File: config.mk
export PLATFORM = sky130hd
export DESIGN_NAME = my_mul_seq
export DESIGN_NICKNAME = d
export VERILOG_FILES = /design/src/rtl/my_alu_pkg.sv /design/src/rtl/my_alu.sv /design/src/rtl/my_mul_seq.sv
export SDC_FILE = /design/constraint.sdc
export NUM_CORES = 1
export LEC_CHECK = 0
export ABC_AREA = 1
export CAP_MARGIN = 0
export CORE_MARGIN = 2
export CORE_UTILIZATION = 60
export DETAILED_ROUTE_END_ITERATION = 6
export GPL_ROUTABILITY_DRIVEN = 0
export PLACE_DENSITY = 0.84
export SLEW_MARGIN = 20
export SYNTH_ARGS = -nofsm -noshare
export SYNTH_HDL_FRONTEND = slang
export SYNTH_SLANG_ARGS = --single-unit
File: constraint.sdc
create_clock -name clk -period 4.47 [get_ports clk]
set_input_delay 0.894 -clock clk [delete_from_list [all_inputs] [get_ports clk]]
set_output_delay 0.894 -clock clk [all_outputs]
set_load 0.01 [all_outputs]
File: src/rtl/my_alu_pkg.sv
// Shared ALU control encoding and the multiplier state type.
package my_alu_pkg;

  typedef struct packed {
    logic zx;
    logic nx;
    logic zy;
    logic ny;
    logic f;
    logic no;
  } alu_ctrl_t;

  localparam alu_ctrl_t ALU_X_PLUS_Y = '{zx: 1'b0, nx: 1'b0, zy: 1'b0, ny: 1'b0, f: 1'b1, no: 1'b0};
  localparam alu_ctrl_t ALU_X        = '{zx: 1'b0, nx: 1'b0, zy: 1'b1, ny: 1'b1, f: 1'b0, no: 1'b0};

  typedef enum logic [1:0] {
    IDLE = 2'd0,
    ADD  = 2'd1,
    DBL  = 2'd2,
    DONE = 2'd3
  } mul_state_t;

endpackage

File: src/rtl/my_alu.sv
// 16-bit zero/negate ALU: optional zero and invert on each operand, add or AND, optional invert of result.
module my_alu (
  input  logic [15:0] x,
  input  logic [15:0] y,
  input  logic        zx,
  input  logic        nx,
  input  logic        zy,
  input  logic        ny,
  input  logic        f,
  input  logic        no,
  output logic [15:0] out
);

  logic [15:0] x_z, x_n, y_z, y_n, fn;

  always_comb begin
    x_z = zx ? '0 : x;
    x_n = nx ? ~x_z : x_z;
    y_z = zy ? '0 : y;
    y_n = ny ? ~y_z : y_z;
    fn  = f ? (x_n + y_n) : (x_n & y_n);
    out = no ? ~fn : fn;
  end

endmodule

File: src/rtl/my_mul_seq.sv
// Sequential 16-bit shift-and-add multiplier driving one shared my_alu instance.
module my_mul_seq
  import my_alu_pkg::*;
(
  input  logic        clk,
  input  logic        reset,
  input  logic        in_valid,
  output logic        in_ready,
  input  logic [15:0] a,
  input  logic [15:0] b,
  output logic        out_valid,
  input  logic        out_ready,
  output logic [15:0] product,
  output logic        product_zr,
  output logic        product_ng
);

  mul_state_t  state, state_nxt;
  logic [15:0] acc, mcand, mplier;
  logic [15:0] alu_x, alu_y, alu_out;
  alu_ctrl_t   ctrl;

  my_alu u_alu (
    .x   (alu_x),
    .y   (alu_y),
    .zx  (ctrl.zx),
    .nx  (ctrl.nx),
    .zy  (ctrl.zy),
    .ny  (ctrl.ny),
    .f   (ctrl.f),
    .no  (ctrl.no),
    .out (alu_out)
  );

  always_comb begin
    state_nxt = state;
    alu_x     = acc;
    alu_y     = mcand;
    ctrl      = ALU_X;
    in_ready  = 1'b0;
    out_valid = 1'b0;
    case (state)
      IDLE: begin
        in_ready = 1'b1;
        if (in_valid) state_nxt = ADD;
      end
      ADD: begin
        if (mplier == '0) begin
          state_nxt = DONE;
        end else begin
          ctrl      = mplier[0] ? ALU_X_PLUS_Y : ALU_X;
          state_nxt = DBL;
        end
      end
      DBL: begin
        alu_x     = mcand;
        ctrl      = ALU_X_PLUS_Y;
        state_nxt = ADD;
      end
      DONE: begin
        out_valid = 1'b1;
        if (out_ready) state_nxt = IDLE;
      end
      default: state_nxt = IDLE;
    endcase
  end

  always_ff @(posedge clk or posedge reset) begin
    if (reset) begin
      state  <= IDLE;
      acc    <= '0;
      mcand  <= '0;
      mplier <= '0;
    end else begin
      state <= state_nxt;
      case (state)
        IDLE: begin
          if (in_valid) begin
            acc    <= '0;
            mcand  <= a;
            mplier <= b;
          end
        end
        ADD: begin
          if (mplier != '0) acc <= alu_out;
        end
        DBL: begin
          mcand  <= alu_out;
          mplier <= mplier >> 1;
        end
        default: ;
      endcase
    end
  end

  assign product    = acc;
  assign product_zr = (acc == '0);
  assign product_ng = acc[15];

endmodule

== Yosys cells after proc, flatten, opt, wreduce, memory -nomap -nowiden ==
Cells that the tools add are included.

* Register bits: 50
* Latch bits: 0
* Bits in writable memories: 0
* ROM bits: 0
* Bits of input ports: 36
* Output and inout port bits: 20
* Word-level logic and storage cells: 47
* Memories kept: 0

* Add/subtract/negate cells: 1
* Multipliers: 0
* Divide/modulo/power cells: 0
* Magnitude comparators: 0
* Eq/ne operators: 6
* Shift-type cells: 0
* Multiplexer cells: 23
* Bitwise logic cells: 4
* Reduce and logical (&&, ||, !) cells: 9

{| class="wikitable"
|+ Operator list
! cell !! count
|-
| 16-bit 2-to-1 mux || 11
|-
| 16-bit case mux with 2 select lines || 3
|-
| 16-bit inverter || 3
|-
| 16-bit zero test || 2
|-
| 16-bit adder || 1
|-
| 16-bit AND || 1
|-
| 16-bit nonzero test || 1
|-
| 4-bit 2-to-1 mux || 2
|-
| 2-bit case mux with 4 select lines || 1
|-
| 4-bit case mux with 2 select lines || 1
|-
| 2-bit != test (second input constant) || 3
|-
| 2-bit == test (second input constant) || 2
|-
| 2-bit 2-to-1 mux || 2
|-
| 2-bit AND reduction || 2
|-
| 2-bit nonzero test || 2
|-
| 1-bit 2-to-1 mux || 3
|-
| 3-bit AND reduction || 1
|-
| 2-bit by 1-bit == test with 1-bit output (second input constant) || 1
|-
| 2-bit zero test || 1
|}

== Longest topological paths before layout ==
* Depth in word-level cells: 12
* Depth in mapped cells: 19
* Depth with buffers taken out: 18

== Cells and area by module ==
From an unflattened synthesis, not the netlist that was laid out.

* Cell total of the unflattened synthesis: 725
* Area total of the unflattened synthesis: 4865.9 µm²

{| class="wikitable"
|+ By module, submodules not included
! module !! times used !! cells an instance !! area each (µm²) !! sequential area each (µm²)
|-
| my_mul_seq || 1 || 345 || 2924.1 || 1251.2
|-
| my_alu || 1 || 380 || 1941.9 || 0.0
|}

== Worst setup path before layout ==
OpenSTA, ideal clock, no wires.

* Path kind: reg2reg
* Start point: reg state[0]
* End point: reg mcand[4], in the netlist alu_y[4]
* Setup time: 0.130 ns
* Arrival: 2.562 ns
* Required time: 4.340 ns
* Setup slack: 1.778 ns
* Cell stages (with the launch flop): 17
* Buffers on the path: 1
* Period minus slack after synthesis: 2.692 ns
* Cell sequence: dfrtp_1 inv_1 ha_1 buf_6 inv_6 o21ai_1 nand2_1 ha_1 fa_1 nand2_1 nand2_1 and2_1 or2_0 nand3_1 o21ai_2 nor2_1 o22ai_1

* Cells in the longest elaborated chain, start to end: 10
* Elaborated cells on any way between the ends: 20
* Those cells by class: 1 x add/sub; 3 x eq/ne; 9 x mux; 4 x bitwise; 3 x reduce/logical

{| class="wikitable"
|+ Ends and longest elaborated chain
! element !! line !! text
|-
| from (decl) || my_mul_seq.sv:18 || <nowiki>mul_state_t state, state_nxt;</nowiki>
|-
| from (signal assigned) || my_mul_seq.sv:75 || <nowiki>state <= state_nxt;</nowiki>
|-
| 2-bit == test / 2-bit by 1-bit == test with 1-bit output (equally long branches) || my_mul_seq.sv:42, my_mul_seq.sv:76 ||
|-
| 4-bit case mux with 2 select lines / 16-bit 2-to-1 mux (equally long branches) || my_mul_seq.sv:42 || <nowiki>case (state)</nowiki>
|-
| 16-bit 2-to-1 mux (on tied branches) || my_alu.sv:19, my_alu.sv:17 ||
|-
| 16-bit inverter (on tied branches) || my_alu.sv:20, my_alu.sv:18 ||
|-
| 16-bit 2-to-1 mux (on tied branches) || my_alu.sv:20, my_alu.sv:18 ||
|-
| 16-bit adder / 16-bit AND (equally long branches) || my_alu.sv:21 || <nowiki>fn = f ? (x_n + y_n) : (x_n & y_n);</nowiki>
|-
| 16-bit 2-to-1 mux || my_alu.sv:21 ||
|-
| 16-bit inverter || my_alu.sv:22 || <nowiki>out = no ? ~fn : fn;</nowiki>
|-
| 16-bit 2-to-1 mux || my_alu.sv:22 ||
|-
| 16-bit case mux with 2 select lines || my_mul_seq.sv:76 || <nowiki>case (state)</nowiki>
|-
| to (signal assigned) || my_mul_seq.sv:88 || <nowiki>mcand <= alu_out;</nowiki>
|-
| to (decl) || my_mul_seq.sv:19 || <nowiki>logic [15:0] acc, mcand, mplier;</nowiki>
|}

Parallel ways exist; a longest one is shown, timed or not.
A chain may end at the register's enable or synchronous reset.

== Final worst setup path ==
Same ends and word-level chain as after synthesis.

==> metrics <==
vias in the first global route=3708; Post-synth ARST share=100%; CTS Sinks=50; Final Hold Viols=0; Post-synth EDFFs=0; # nets final=694; clock slew at reported path FFs=~100 ps; Setup Crit Path Kind=register to register; detailed-route wire length=9.48 mm; most used cell along the critical path=nand2_1; Vias=just under 4000; Clock Path Buffers=2; clk_skew=~11 ps; Final min period=3390 ps; Relative slew margins=42.6%; drt drc=1; Clk Latency, worst-skew pair=approximately 320 ps; Root Buffer=clkbuf_8; Die Area=0.00736 mm2; Die Y=85.8 um; Core Area=0.00642 mm2; area of the mapped netlist=~0.004 mm2; Die X=roughly 86 um; synthesis-stage register bit count=50; Layout area overhead=15.6%; synth unique cells=40; commonest non-fill, non-tap cell in the layout=nand2_1; Mapped Nets=650; First-pass DRT Iterations=7; Post-Syn Instances=590; gr ovfl total=0; Worst path max stage delay=550 ps; final setup vio count=0; CP required=between 4000 and 5000 ps; CP endpoint kind=register; worst-path cell chain=inv_1, ha_2, inv_6, o21ai_1, buf_4, nand2_1, ha_1, fa_1, nand2_1, nand2_1, and2_1, or2_0, nand3_1, o21ai_2, nor2_1, o22ai_1; Final TNS setup=0 ps; CP max FO=31; maximum clock rate=295 MHz; Hold WC Path Type=register to register; TritonCTS clock tree=done; GRT Util Overall=27.3%; Port Buffer Count=between 50 and 60; Post-CTS Hold Fix Bufs=0; Most used DFF post-synth=dfrtp_1; cts bufs inserted=5; post-CTS sizing=0; ant diodes=0; first-pass GRT wire length=16.4 mm; CP max-delay cell=ha_2; Slew @ Worst Pin=roughly 860 ps; DR vias/cell=5.42; sequential-to-total area share from yosys stat=31.2%; Yosys warning count=0; HPWL after detailed placement=6.97 mm; Avg Cell Area, Syn=between 6 and 7 um2; CP startpoint kind=register; max-cap violation count=0; Post-CTS Setup Bufs=0; failing checks=design-rule violations; most frequent cells in the layout=nand2_1, inv_1, clkdlybuf4s50_1; period utilisation layout=~76%; H-tree depth=2; Max Slew Vio Count=0; Crit path arrival time=3590 ps; outcome=finished, violations left; pin count of the biggest net entering global routing=51; Initial Util=62.5%; remaining antenna violation count after routing=0; RSZ-0062 raised after global routing=no; DR WL/cell=~13 um; Top Ports=56; num rows=29; initial antenna violation count=0; proportion of layout cells with a drive suffix above 1=roughly 10%; DR iter-0 viols=268
metrics by stage:
| step | cells | utilization (%) | cell area [um2] | worst slack (ps) | hold WS, ps |
|---|---|---|---|---|---|
| 2_1_floorplan | 590 | - | 4010 | 1780 | 470 |
| 3_3_place_gp | 704 | 70.7 | 4540 | 1190 | 493 |
| 3_5_place_dp | 704 | 70.7 | 4540 | 1110 | 497 |
| 4_1_cts | 712 | 72.2 | 4640 | 1080 | 523 |
| 5_1_grt | 712 | 72.2 | 4640 | 731 | 541 |
| 6_report | 712 | 72.2 | 4640 | 1080 | 526 |
sequential cells by signal (all words and copies together), names as in the netlist:
name / cells
product: 16
mplier: 16
state: 2
alu_y: 16
layout make-up:
| class | instances | area (um2) |
|---|---|---|
| multi-input combinational | 428 | 2260 |
| fill | 548 | 1790 |
| sequential | 50 | 1250 |
| timing repair buffer | 59 | 581 |
| inverter | 90 | 352 |
| tap | 77 | 96.3 |
| clock buffer | 5 | 68.8 |
| clock inverter | 3 | 23.8 |
routing by layer:
| metal | up-vias | GRT usage (%) | part of all wire [%] |
|---|---|---|---|
| met5 | - | 0 | 0 |
| met4 | 0 | 8.37 | 1.9 |
| met3 | 22 | 4.04 | 4.8 |
| met2 | 120 | 46.9 | 48 |
| met1 | 1767 | 35.5 | 45 |
| li1 | 1952 | - | - |
kinds of logic after synthesis:
logic type | after synthesis | share of synthesized area, %
AO/OA/AOI/OAI | 88 | 14.3
adder cells (fa/ha/maj) | 24 | 7.67
buffers and inverters | 112 | 12.4
flip-flops | 50 | 31.2
AND/OR/NAND/NOR | 316 | 34.5
worst paths after layout:
path / from / to / slack, ps / cells past startpoint
max: state[0] / alu_y[4] / 1080 / 16
min: alu_y[14] / alu_y[14] / 530 / 2
max reg2reg: state[0] / alu_y[4] / 1080 / 16
min reg2reg: alu_y[14] / alu_y[14] / 530 / 2
max in group asynchronous: reset / mplier[13] / 2920 / 2
min in group asynchronous: reset / product[8] / 1030 / 2
critical path: cells and delay by family, from the launching register on:
family / cells / cell delay [ps]
simple gates: 7 / 840
flops: 1 / 430
compound gates: 3 / 290
fa+ha+maj: 3 / 1160
buf+inv: 3 / 530
synth_stat cells (7+ instances only):
library cell	count	area [um2]
a21oi_1	8	40.0
a31oi_1	8	50.1
buf_2	10	50.1
dfrtp_1	50	1250
ha_1	23	288
inv_1	85	319
nand2_1	188	706
nand2_2	16	100
nand3_1	29	145
nand4_1	8	50.1
nor2_1	53	199
o211ai_1	7	52.6
o21ai_0	29	145
o21ai_1	8	40.0
o21ai_2	18	158
Power is not shown: default switching activity piles up to over one toggle a cycle in this logic, so the estimate is an artifact.
